$ cat src/rtl/ring_pattern_engine_if.sv
// rtl/ring_pattern_engine_if.sv - beam-position/sync in, RGB222/sync out video bundle
interface ring_pattern_engine_if #(
    parameter int COORD_W = 10
);
    logic [COORD_W-1:0] hpos;
    logic [COORD_W-1:0] vpos;
    logic               display_on;
    logic               hsync_in;
    logic               vsync_in;
    logic [1:0]         r;
    logic [1:0]         g;
    logic [1:0]         b;
    logic               hsync_out;
    logic               vsync_out;

    modport master (
        output hpos, vpos, display_on, hsync_in, vsync_in,
        input  r, g, b, hsync_out, vsync_out
    );

    modport slave (
        input  hpos, vpos, display_on, hsync_in, vsync_in,
        output r, g, b, hsync_out, vsync_out
    );
endinterface

$ cat src/rtl/ring_pattern_engine.sv
// rtl/ring_pattern_engine.sv - two-stage concentric-ring RGB222 generator with bouncing centre
module ring_pattern_engine #(
    parameter int   H_ACTIVE      = 640,
    parameter int   V_ACTIVE      = 480,
    parameter int   COORD_W       = 10,
    parameter int   SPEED_W       = 3,
    parameter int   PHASE_W       = 8,
    parameter int   BOUNCE_MARGIN = 64,
    parameter logic SYNC_IDLE     = 1'b1
) (
    input  logic               clk,
    input  logic               reset,
    input  logic [SPEED_W-1:0] speed,
    input  logic               direction,
    input  logic [1:0]         shape,
    input  logic               bounce_en,
    ring_pattern_engine_if.slave vid
);
    localparam logic [COORD_W-1:0] X_MIN = COORD_W'(BOUNCE_MARGIN);
    localparam logic [COORD_W-1:0] X_MAX = COORD_W'(H_ACTIVE - 1 - BOUNCE_MARGIN);
    localparam logic [COORD_W-1:0] Y_MIN = COORD_W'(BOUNCE_MARGIN);
    localparam logic [COORD_W-1:0] Y_MAX = COORD_W'(V_ACTIVE - 1 - BOUNCE_MARGIN);

    // Returns {next_dir, next_pos}; dir 0 = increasing. Bounces off a limit in the same tick.
    function automatic logic [COORD_W:0] step_axis(
        input logic [COORD_W-1:0] pos,
        input logic               dir,
        input logic [COORD_W-1:0] lo,
        input logic [COORD_W-1:0] hi
    );
        if (!dir) begin
            if (pos >= hi) step_axis = {1'b1, pos - 1'b1};
            else           step_axis = {1'b0, pos + 1'b1};
        end else begin
            if (pos <= lo) step_axis = {1'b0, pos + 1'b1};
            else           step_axis = {1'b1, pos - 1'b1};
        end
    endfunction

    logic               tick;
    logic [SPEED_W-1:0] speed_l;
    logic               direction_l;
    logic [1:0]         shape_l;
    logic               bounce_en_l;
    logic [SPEED_W-1:0] speed_n;
    logic               direction_n;
    logic [1:0]         shape_n;
    logic               bounce_en_n;
    logic [PHASE_W-1:0] phase;
    logic [PHASE_W-1:0] step;
    logic [COORD_W-1:0] cx, cy;
    logic               x_dir, y_dir;
    logic [COORD_W:0]   x_next, y_next;

    assign tick = (vid.vpos == COORD_W'(V_ACTIVE)) && (vid.hpos == '0);

    // The controls present on the tick cycle are both captured and used for that tick's update.
    always_comb begin
        speed_n     = tick ? speed     : speed_l;
        direction_n = tick ? direction : direction_l;
        shape_n     = tick ? shape     : shape_l;
        bounce_en_n = tick ? bounce_en : bounce_en_l;
        step        = PHASE_W'(speed_n) + PHASE_W'(1);
        x_next      = step_axis(cx, x_dir, X_MIN, X_MAX);
        y_next      = step_axis(cy, y_dir, Y_MIN, Y_MAX);
    end

    always_ff @(posedge clk) begin
        if (reset) begin
            speed_l     <= '0;
            direction_l <= 1'b0;
            shape_l     <= '0;
            bounce_en_l <= 1'b0;
            phase       <= '0;
            cx          <= COORD_W'(H_ACTIVE / 2);
            cy          <= COORD_W'(V_ACTIVE / 2);
            x_dir       <= 1'b0;
            y_dir       <= 1'b0;
        end else begin
            speed_l     <= speed_n;
            direction_l <= direction_n;
            shape_l     <= shape_n;
            bounce_en_l <= bounce_en_n;
            if (tick) begin
                phase <= direction_n ? phase - step : phase + step;
                if (bounce_en_n) begin
                    {x_dir, cx} <= x_next;
                    {y_dir, cy} <= y_next;
                end
            end
        end
    end

    logic signed [COORD_W:0] dx, dy;
    logic [COORD_W-1:0]      abs_x, abs_y;
    logic [COORD_W-1:0]      s1_abs_x, s1_abs_y;
    logic                    s1_de, s1_hs, s1_vs;

    always_comb begin
        dx    = $signed({1'b0, vid.hpos}) - $signed({1'b0, cx});
        dy    = $signed({1'b0, vid.vpos}) - $signed({1'b0, cy});
        abs_x = dx[COORD_W] ? COORD_W'(-dx) : dx[COORD_W-1:0];
        abs_y = dy[COORD_W] ? COORD_W'(-dy) : dy[COORD_W-1:0];
    end

    always_ff @(posedge clk) begin
        if (reset) begin
            s1_abs_x <= '0;
            s1_abs_y <= '0;
            s1_de    <= 1'b0;
            s1_hs    <= SYNC_IDLE;
            s1_vs    <= SYNC_IDLE;
        end else begin
            s1_abs_x <= abs_x;
            s1_abs_y <= abs_y;
            s1_de    <= vid.display_on;
            s1_hs    <= vid.hsync_in;
            s1_vs    <= vid.vsync_in;
        end
    end

    logic [COORD_W-1:0] mx, mn;
    logic [COORD_W:0]   radius;
    logic [3:0]         idx_hi;

    always_comb begin
        mx = (s1_abs_x >= s1_abs_y) ? s1_abs_x : s1_abs_y;
        mn = (s1_abs_x >= s1_abs_y) ? s1_abs_y : s1_abs_x;
        case (shape_l)
            2'd1:    radius = {1'b0, mx};
            2'd2:    radius = {1'b0, s1_abs_x} + {1'b0, s1_abs_y};
            default: radius = {1'b0, mx} + {2'b00, mn[COORD_W-1:1]};
        endcase
        // Only the upper nibble of the 8-bit colour index drives any colour bit.
        idx_hi = 4'((8'(radius) - 8'(phase)) >> 4);
    end

    always_ff @(posedge clk) begin
        if (reset) begin
            vid.r         <= '0;
            vid.g         <= '0;
            vid.b         <= '0;
            vid.hsync_out <= SYNC_IDLE;
            vid.vsync_out <= SYNC_IDLE;
        end else begin
            vid.r         <= s1_de ? idx_hi[1:0] : 2'b00;
            vid.g         <= s1_de ? idx_hi[2:1] : 2'b00;
            vid.b         <= s1_de ? idx_hi[3:2] : 2'b00;
            vid.hsync_out <= s1_hs;
            vid.vsync_out <= s1_vs;
        end
    end
endmodule
$ cat src/flat_wrapper.sv
// flat-port wrapper written by rule: the top's interface ports become plain ports
module ring_pattern_engine_flat 
#(
    parameter int   H_ACTIVE      = 640,
    parameter int   V_ACTIVE      = 480,
    parameter int   COORD_W       = 10,
    parameter int   SPEED_W       = 3,
    parameter int   PHASE_W       = 8,
    parameter int   BOUNCE_MARGIN = 64,
    parameter logic SYNC_IDLE     = 1'b1
)
  (clk, reset, speed, direction, shape, bounce_en, vid_hpos, vid_vpos, vid_display_on, vid_hsync_in, vid_vsync_in, vid_r, vid_g, vid_b, vid_hsync_out, vid_vsync_out);
  ring_pattern_engine_if #(.COORD_W(COORD_W)) vid_i ();
  input  logic clk;
  input  logic reset;
  input  logic [SPEED_W-1:0] speed;
  input  logic direction;
  input  logic [1:0] shape;
  input  logic bounce_en;
  input wire logic [$bits(vid_i.hpos)-1:0] vid_hpos;
  input wire logic [$bits(vid_i.vpos)-1:0] vid_vpos;
  input wire logic [$bits(vid_i.display_on)-1:0] vid_display_on;
  input wire logic [$bits(vid_i.hsync_in)-1:0] vid_hsync_in;
  input wire logic [$bits(vid_i.vsync_in)-1:0] vid_vsync_in;
  output wire logic [$bits(vid_i.r)-1:0] vid_r;
  output wire logic [$bits(vid_i.g)-1:0] vid_g;
  output wire logic [$bits(vid_i.b)-1:0] vid_b;
  output wire logic [$bits(vid_i.hsync_out)-1:0] vid_hsync_out;
  output wire logic [$bits(vid_i.vsync_out)-1:0] vid_vsync_out;
  assign vid_i.hpos = vid_hpos;
  assign vid_i.vpos = vid_vpos;
  assign vid_i.display_on = vid_display_on;
  assign vid_i.hsync_in = vid_hsync_in;
  assign vid_i.vsync_in = vid_vsync_in;
  assign vid_r = vid_i.r;
  assign vid_g = vid_i.g;
  assign vid_b = vid_i.b;
  assign vid_hsync_out = vid_i.hsync_out;
  assign vid_vsync_out = vid_i.vsync_out;
  ring_pattern_engine #(.H_ACTIVE(H_ACTIVE), .V_ACTIVE(V_ACTIVE), .COORD_W(COORD_W), .SPEED_W(SPEED_W), .PHASE_W(PHASE_W), .BOUNCE_MARGIN(BOUNCE_MARGIN), .SYNC_IDLE(SYNC_IDLE)) u_core (.clk(clk), .reset(reset), .speed(speed), .direction(direction), .shape(shape), .bounce_en(bounce_en), .vid(vid_i));
endmodule
$ cat config.mk
export PLATFORM = sky130hd
export DESIGN_NAME = ring_pattern_engine_flat
export DESIGN_NICKNAME = d
export VERILOG_FILES = /design/src/rtl/ring_pattern_engine_if.sv /design/src/rtl/ring_pattern_engine.sv /design/src/flat_wrapper.sv
export SDC_FILE = /design/constraint.sdc
export NUM_CORES = 1
export LEC_CHECK = 0
export ABC_AREA = 1
export BUFFER_PORTS_ARGS = -buffer_cell sky130_fd_sc_hd__buf_2
export CAP_MARGIN = 20
export CORE_ASPECT_RATIO = 0.6
export CORE_MARGIN = 2
export CORE_UTILIZATION = 60
export CTS_CLUSTER_SIZE = 24
export DETAILED_ROUTE_END_ITERATION = 8
export PLACE_DENSITY = 0.79
export SYNTH_ARGS = -nofsm -noshare
export SYNTH_HDL_FRONTEND = slang
export SYNTH_SLANG_ARGS = --single-unit
$ cat constraint.sdc
create_clock -name clk -period 4.8 [get_ports clk]
set_clock_uncertainty 0.2 [all_clocks]
set_input_delay 0.24 -clock clk [delete_from_list [all_inputs] [get_ports clk]]
set_output_delay 0.24 -clock clk [all_outputs]
set_load 0.01 [all_outputs]
==> flow_summary.ini, run 1 <==
[status]
status = finished, final reports clean

[final_layout]
register_area_um2 = 1321
fin_nets = 1052
nFillCells = 842
synthToLayoutAreaGrowth_pct = 10.72
n_antenna_cell = 0
multi_input_area_um2 = 4011
layout-drive-gt1-share = 0.09759
final_util = 0.6768

[die]
core_area_um2 = 9774
ioPinCount = 40
initial_utilization = 0.6112
num_rows = 28
die_area_um2 = 10800
die_width_um = 132.8
die_y_um = 81.30

[synth]
async_flop_share = 0
ys_ff_latch = 66
postSynthAreaPerCell_um2 = 6.573
syn_nets = 1013
synth_compound_area_frac = 0.1927
synth-xor-area-share = 0.04063
yosysSeqAreaShare = 0.2212
synth_edf_count = 0
yosysTopAreaCellShare = 0.2212
synth_top_flop_cell = dfxtp_1
synthCells = 909
syn-cell-area_um2 = 5974
synth_top_family_by_area = simple AND/OR/NAND/NOR gates
synth_warnings = 0
synthAdderAreaFrac = 0.1571
ys_types = 49
muxShareOfSynthArea = 0
synth-simple-area-share = 0.2802
netlist_top_cells_area = dfxtp_1, ha_1, nand2_1
synth_area_leader_cell = dfxtp_1

[detailed_routing]
ant_nets = 0
via_count = 5875
vias_per_cell = 5.400
routed_wl_um = 14960
avgRoutedWirePerCell_um = 13.75
drt_iter0_markers = 392
drcViolationCount = 0
dr.pass1.iters = 5

[sta]
finalMaxSlewViolations = 0
tightestPinTransition_ps = 831.1
setup_viol = 0
max_clock_freq_mhz = 228.5
min_period_ps = 4376
setup_tns_ps = 0
rsz0062_at_grt = false
fin_crit_sh = 0.9117
slew_headroom = 0.4422
finalHoldViolCount = 0

[power_and_ir_drop]
swShare = 0.3917
combPwrFrac = 0.401
vdd_drop_max_mv = 0.2076
switchingPower_w = 0.0008016
pwr-share-clk = 0.310
power.density_nw_per_um2 = 309.4
p_seq_frac = 0.290
power.internal_w = 0.001245
leakagePower_nw = 3.203

[setup_path]
crit_fanout = 14
crit_required_ps = 4880
critPathSlowestCell = fa_1
r2r_start = u_core.s1_abs_y[5]
cp.arrival_ps = 4460
endpoint_kind = flip-flop
critPathMaxStageDelay_ps = 420
startpoint_type = flip-flop
crit_top_cell = nand2_1
crit_type = flip-flop to flip-flop
setup.worst_path.start = u_core.s1_abs_y[5]

[placed_design]
gp_congestion = 1.009
dp_hpwl_um = 11720
io_buffer_count = 39

[cts]
clockBufferDepth = 2
cts-root-buf = clkbuf_16
postCtsSetupRepairBufs = 0
clk_latency_ps = 340
clock-sinks = 66
cts_htree_levels = 3
cts_tree = done
cts_buffers = 9
path_clk_slew_ps = 60

[worst_hold_path]
min_from = shape[0]
min_path_type = input port to flip-flop

[grt]
grt_pass1_wl_um = 24760
grt_pass1_vias = 5178
grt_max_degree = 40
antenna_found_initial = 0
overflow = 0
grt_use_total = 0.2891

[run]
drv_cap = 0
critical path: cells and delay by family (launching register included):
kind,cells,cell delay [ps]
flip-flops,1,350
AND/OR/NAND/NOR,12,1000
buffers and inverters,4,240
adder cells (fa/ha/maj),4,1340
AO/OA/AOI/OAI,6,1180
layout make-up:
| cell class | instances | share of cell area |
|---|---|---|
| Multi-Input combinational cell | 679 | 0.6064 |
| Sequential cell | 66 | 0.1997 |
| Inverter | 145 | 0.08228 |
| Timing Repair Buffer | 47 | 0.04350 |
| Clock buffer | 10 | 0.03613 |
| Tap cell | 135 | 0.02553 |
| Clock inverter | 6 | 0.006431 |
placed cells by master, fill, tap and decap left out, types with 6 or more instances in the layout:
cell type	n
nand2_1	179
inv_1	137
a21oi_1	95
nor2_1	77
ha_1	67
dfxtp_1	66
o21ai_0	60
nand3_1	53
buf_2	39
nor3_1	20
xor2_1	18
o21ai_1	13
nand4_1	10
clkbuf_16	9
o211ai_1	8
inv_2	7
o21bai_1	6
nand3b_1	6
xnor2_1	6
logic make-up (layout without fill, tap and decap cells):
kind of cell | after synthesis | after routing
buf+inv | 164 | 208
xor+xnor | 26 | 26
fa+ha+maj | 72 | 72
simple gates | 375 | 375
flops | 66 | 66
compound gates | 206 | 206
registers in the layout (all words and copies together) (netlist names), 2 cells and up:
signal,flops
u_core.vid.b,2
u_core.s1_abs_y,10
u_core.speed_l,3
u_core.cy,10
u_core.shape_l,2
u_core.s1_abs_x,10
u_core.cx,10
u_core.phase,8
power groups by stage:
stage               combinational, W  clock [W]  sequential (W)
floorplan                   0.000630          0        0.000604
global placement            0.000777          0        0.000604
detailed placement          0.000786          0        0.000605
CTS                         0.000801   0.000639        0.000593
global route                0.000936   0.000662        0.000596
finish                      0.000820   0.000634        0.000593
path summary, 6_finish.rpt:
path	slack, ps	endpoint	depth (start not counted)
worst max-delay path	420	u_core.vid.b[1]	26
worst min-delay path	8	u_core.shape_l[0]	3
worst max register to register	420	u_core.vid.b[1]	26
worst min register to register	210	u_core.vid.hsync_out	1
per-layer routing:
layer	share of wire	GRT usage	vias up	wire length (µm)
met4	0.010	0.06344	0	149
met1	0.53	0.4325	2572	7961
met2	0.38	0.4192	204	5682
li1	-	-	3080	-
met3	0.078	0.06554	19	1165
met5	0	0	-	0
timing repair:
action / 4_1_cts / 5_1_grt
endpoints found under the hold margin: 5 / 0
resized for setup: 0 / 1
endpoints found under the setup margin: 0 / 1
hold buffers: 5 / 0
per-stage QoR:
stage | cell area, µm² | hold WS [ps] | cells | setup slack (ps) | total power (W)
6_report | 6615 | 8.138 | 1088 | 423.8 | 0.002047
5_1_grt | 6615 | 38.86 | 1088 | 23.34 | 0.002194
3_3_place_gp | 6251 | 190.2 | 1066 | 537.2 | 0.001381
3_5_place_dp | 6251 | 202.0 | 1066 | 499.4 | 0.001391
4_1_cts | 6583 | 9.722 | 1087 | 443.3 | 0.002033
2_1_floorplan | 5974 | 143.8 | 909 | 558.9 | 0.001234
synthesized netlist by cell type (3+ instances only):
master / count
a21o_1: 3
a21oi_1: 95
a21oi_2: 3
a31oi_1: 4
buf_2: 7
buf_4: 4
clkbuf_1: 7
dfxtp_1: 66
fa_1: 5
ha_1: 67
inv_1: 137
inv_2: 7
nand2_1: 179
nand2_2: 5
nand3_1: 53
nand3b_1: 6
nand4_1: 10
nor2_1: 77
nor3_1: 20
nor3b_1: 4
nor4_1: 5
o211ai_1: 8
o21ai_0: 60
o21ai_1: 13
o21bai_1: 6
or2_2: 5
xnor2_1: 6
xor2_1: 18
(Power assumes the default switching activity.)
==> run 2, diff against run 1 <==
--- a/config.mk
+++ b/config.mk
@@ -14,6 +14,8 @@
 export CTS_CLUSTER_SIZE = 24
 export DETAILED_ROUTE_END_ITERATION = 8
 export PLACE_DENSITY = 0.79
+export REMOVE_ABC_BUFFERS = 1
+export SLEW_MARGIN = 20
 export SYNTH_ARGS = -nofsm -noshare
 export SYNTH_HDL_FRONTEND = slang
 export SYNTH_SLANG_ARGS = --single-unit
==> flow_summary.ini, run 2 (synthesis results as in run 1) <==
[grt]
grt_max_degree = 40
grt_use_total = 0.2861
grt_pass1_vias = 5112
antenna_found_initial = 0
overflow = 0
grt_pass1_wl_um = 24510

[setup_path]
endpoint_kind = flip-flop
startpoint_type = flip-flop
critPathSlowestCell = fa_1
crit_required_ps = 4830
crit_type = flip-flop to flip-flop
crit_fanout = 12
cp.arrival_ps = 4360
crit_top_cell = nand2_1
critPathMaxStageDelay_ps = 420

[placed_design]
dpl.cell_count = 1066
gp_congestion = 0.9041
dp_hpwl_um = 11450
io_buffer_count = 39

[sta]
setup_viol = 0
tightestPinTransition_ps = 756.1
max_clock_freq_mhz = 231.0
min_period_ps = 4330
finalHoldViolCount = 0
setup_tns_ps = 0
slew_headroom = 0.4925
finalMaxSlewViolations = 0
rsz0062_at_grt = false
fin_crit_sh = 0.9020

[final_layout]
mostFrequentLayoutCell = nand2_1
final_util = 0.6772
final_cell_count_no_fill = 1087
n_antenna_cell = 0
most-common-layout-cells = nand2_1, inv_1, a21oi_1
layout-drive-gt1-share = 0.09769
nFillCells = 848
fin_nets = 1051
multi_input_area_um2 = 4011
register_area_um2 = 1321
synthToLayoutAreaGrowth_pct = 10.79

[die]
core_area_um2 = 9774
ioPinCount = 40
num_rows = 28
initial_utilization = 0.6112
die_area_um2 = 10800
die_width_um = 132.8
die_y_um = 81.30

[cts]
path_clk_slew_ps = 60
cts-root-buf = clkbuf_16
clk_latency_ps = 340
postCtsSetupRepairBufs = 0
clockBufferDepth = 2
cts_htree_levels = 3
cts_tree = done
clock-sinks = 66
cts_buffers = 9

[detailed_routing]
ant_nets = 0
vias_per_cell = 5.495
dr.pass1.iters = 5
routed_wl_um = 14670
drt_iter0_markers = 654
via_count = 5973
avgRoutedWirePerCell_um = 13.50
drcViolationCount = 0

[run]
drv_cap = 0

[worst_hold_path]
min_path_type = input port to flip-flop

[status]
status = finished, final reports clean

[power_and_ir_drop]
power.density_nw_per_um2 = 314.8
leakagePower_nw = 3.206
vdd_drop_max_mv = 0.2113
run 2: changes by cell type in the layout (fill, tap and decap cells not counted):
cell	previous run	this run
o21ai_0	60	58
o21ai_1	13	15
bufinv_16	0	1
clkbuf_8	1	0
clkinv_1	1	2
clkinv_2	2	3
clkinvlp_4	2	1
dlygate4sd3_1	5	4
inv_1	137	136
run 2: report_power, final:
group,total (W),internal (W),switching (W)
logic,0.000823,0.000308,0.000515
registers,0.000594,0.000575,0.0000192
clock network,0.000667,0.000401,0.000266
run 2: worst max-delay path: cells and delay by family (launching register included):
kind / cells / cell delay [ps]
adder cells (fa/ha/maj): 4 / 1320
AND/OR/NAND/NOR: 14 / 1310
AO/OA/AOI/OAI: 5 / 790
flip-flops: 1 / 340
buffers and inverters: 4 / 270
run 2: area by class of cell:
| type | instances | area share |
|---|---|---|
| clock inverters | 7 | 0.01059 |
| well taps | 135 | 0.02552 |
| inverters | 145 | 0.08223 |
| multi-input cells | 679 | 0.6060 |
| flip-flops and latches | 66 | 0.1996 |
| clock buffers | 9 | 0.03403 |
| repair buffers | 46 | 0.04197 |
run 2: worst paths after layout:
kind | start | to | slack (ps) | cells past startpoint
worst min-delay path | shape[1] | u_core.shape_l[1] | 4 | 3
worst max-delay path | u_core.s1_abs_y[3] | u_core.vid.b[1] | 470 | 27
worst min register to register | u_core.s1_vs | u_core.vid.vsync_out | 210 | 1
worst max register to register | u_core.s1_abs_y[3] | u_core.vid.b[1] | 470 | 27
run 2: metal layers:
metal / GRT usage / part of all wire / vias up
li1: - / - / 3068
met1: 0.4368 / 0.53 / 2649
met2: 0.4021 / 0.37 / 245
met3: 0.06492 / 0.087 / 11
met4: 0.06344 / 0.0088 / 0
met5: 0 / 0 / -
run 2: stage by stage:
| step | total power [W] | hold WS, ps | cell area, µm² | setup WS [ps] |
|---|---|---|---|---|
| 6_report | 0.002084 | 3.958 | 6619 | 470.2 |
| 5_1_grt | 0.002231 | 41.31 | 6619 | 36.26 |
| 4_1_cts | 0.002065 | 1.853 | 6586 | 496.6 |
| 3_5_place_dp | 0.001392 | 206.6 | 6251 | 577.6 |
| 3_3_place_gp | 0.001384 | 190.8 | 6251 | 686.0 |
| 2_1_floorplan | 0.001215 | 106.7 | 5872 | 812.3 |
run 2: timing repair:
| item | 4_1_cts | 5_1_grt |
|---|---|---|
| setup endpoints to repair | 0 | 1 |
| endpoints found under the hold margin | 4 | 0 |
| hold buffers | 4 | 0 |
| gates resized for setup | 0 | 3 |
==> run 3, diff against run 2 <==
--- a/config.mk
+++ b/config.mk
@@ -8,7 +8,7 @@
 export ABC_AREA = 1
 export BUFFER_PORTS_ARGS = -buffer_cell sky130_fd_sc_hd__buf_2
 export CAP_MARGIN = 20
-export CORE_ASPECT_RATIO = 0.6
+export CORE_ASPECT_RATIO = 0.5
 export CORE_MARGIN = 2
 export CORE_UTILIZATION = 60
 export CTS_CLUSTER_SIZE = 24
==> flow_summary.ini, run 3 (synthesis results as in run 1) <==
[setup_path]
crit_required_ps = 4830
regToRegSetupSlack_ps = 600
setup.worst_path.start = u_core.s1_abs_y[4]
crit_type = flip-flop to flip-flop
reg2regPathDepth = 25
cp.arrival_ps = 4230
endpoint_kind = flip-flop
crit_fanout = 9
r2r_start = u_core.s1_abs_y[4]
critPathSlowestCell = fa_1
r2r_end = u_core.vid.b[1]
critPathMaxStageDelay_ps = 470
startpoint_type = flip-flop

[worst_hold_path]
hold_path_depth = 3
hold_path_end = u_core.shape_l[0]
min_from = shape[0]
min_path_type = input port to flip-flop

[detailed_routing]
dr.pass1.iters = 5
routed_wl_um = 13910
vias_per_cell = 5.374
drcViolationCount = 0
avgRoutedWirePerCell_um = 12.79
via_count = 5842
drt_iter0_markers = 375
ant_nets = 0

[cts]
hold_buffers = 4
cts_tree = done
post_cts_resized = 0
clock-sinks = 66
cts_buffers = 9
cts_htree_levels = 3
clockBufferDepth = 2
path_clk_slew_ps = 60
postCtsSetupRepairBufs = 0
clk_latency_ps = 340
cts-root-buf = clkbuf_16

[sta]
setup_viol = 0
max_clock_freq_mhz = 238.2
fin_crit_sh = 0.8746
setup_tns_ps = 0
finalMaxSlewViolations = 0
rsz0062_at_grt = false
tightestPinTransition_ps = 749.4
slew_headroom = 0.4971
finalHoldViolCount = 0
fin_ws_ps = 601.7
min_period_ps = 4198

[power_and_ir_drop]
power.density_nw_per_um2 = 312.8
power.internal_w = 0.001309
vdd_drop_max_mv = 0.1954
leakagePower_nw = 3.204
swShare = 0.3682
p_seq_frac = 0.286
p_total_w = 0.002072
pwr-share-clk = 0.330
switchingPower_w = 0.0007631
combPwrFrac = 0.384

[grt]
grt_max_degree = 40
grt_pass1_wl_um = 23570
antenna_found_initial = 0
grt_use_total = 0.2678
grt_pass1_vias = 5311
overflow = 0

[final_layout]
most-common-layout-cells = nand2_1, inv_1, a21oi_1
synthToLayoutAreaGrowth_pct = 10.89
mostFrequentLayoutCell = nand2_1
layout-drive-gt1-share = 0.09559
n_antenna_cell = 0
fin_nets = 1051

[die]
initial_utilization = 0.6242
ioPinCount = 40
die_y_um = 74.56
num_rows = 25
die_width_um = 145.1
core_area_um2 = 9572
die_area_um2 = 10820

[placed_design]
pre_cts_ws_ps = 620.1
io_buffer_count = 39
dp_hpwl_um = 10800
gp_congestion = 0.8961

[status]
status = finished, final reports clean

[run]
drv_cap = 0
-- run 3: changes by cell type in the layout (fill, tap and decap cells not counted), sizes merged --
cell      change
clkbuf        +3
clkinvlp      +1
clkinv        -4
-- run 3: routing by layer --
layer  GRT usage  vias to the layer above  share of wire
met3     0.05153                       19          0.058
met2      0.4698                      153           0.44
met5           0                        -              0
met1      0.3458                     2602           0.48
met4     0.07734                        0          0.013
li1            -                     3068              -
-- run 3: worst max path at each step --
stage	end	slack, ps	depth (start not counted)
after CTS	u_core.vid.b[1]	610	27
after global placement	u_core.vid.b[1]	730	25
after floorplan	u_core.vid.b[1]	810	25
after global routing	u_core.vid.b[1]	170	26
after detailed placement	u_core.vid.b[1]	620	27
final	u_core.vid.b[1]	600	25
-- run 3: area by class of cell --
type / instances / area [µm²]
multi-input cells: 679 / 4006
clock inverters: 4 / 50.05
repair buffers: 46 / 277.8
flip-flops and latches: 66 / 1321
well taps: 135 / 168.9
inverters: 145 / 544.3
clock buffers: 12 / 256.5
fillers: 818 / 2947
-- run 3: power by group through the flow --
stage / clock (W) / sequential [W] / combinational (W)
2_1_floorplan: 0 / 0.000606 / 0.000609
3_3_place_gp: 0 / 0.000604 / 0.000760
3_5_place_dp: 0 / 0.000605 / 0.000777
4_1_cts: 0.000685 / 0.000593 / 0.000787
5_1_grt: 0.000709 / 0.000596 / 0.000916
6_report: 0.000683 / 0.000593 / 0.000796
-- run 3: per-stage QoR --
| step | cells | area [µm²] | utilization | hold slack (ps) |
|---|---|---|---|---|
| 2_1_floorplan | 890 | 5872 | - | 106.7 |
| 6_report | 1087 | 6625 | 0.6922 | 6.681 |
| 5_1_grt | 1087 | 6625 | 0.6922 | 32.66 |
| 3_5_place_dp | 1066 | 6251 | 0.6531 | 196.8 |
| 4_1_cts | 1086 | 6598 | 0.6893 | 4.225 |
| 3_3_place_gp | 1066 | 6251 | 0.6531 | 190.4 |
-- run 3: worst max-delay path, delay by kind of cell (launching register included) --
family / cells / cell delay, ps
buf+inv: 5 / 360
simple gates: 11 / 960
flops: 1 / 360
fa+ha+maj: 3 / 1210
compound gates: 6 / 1060
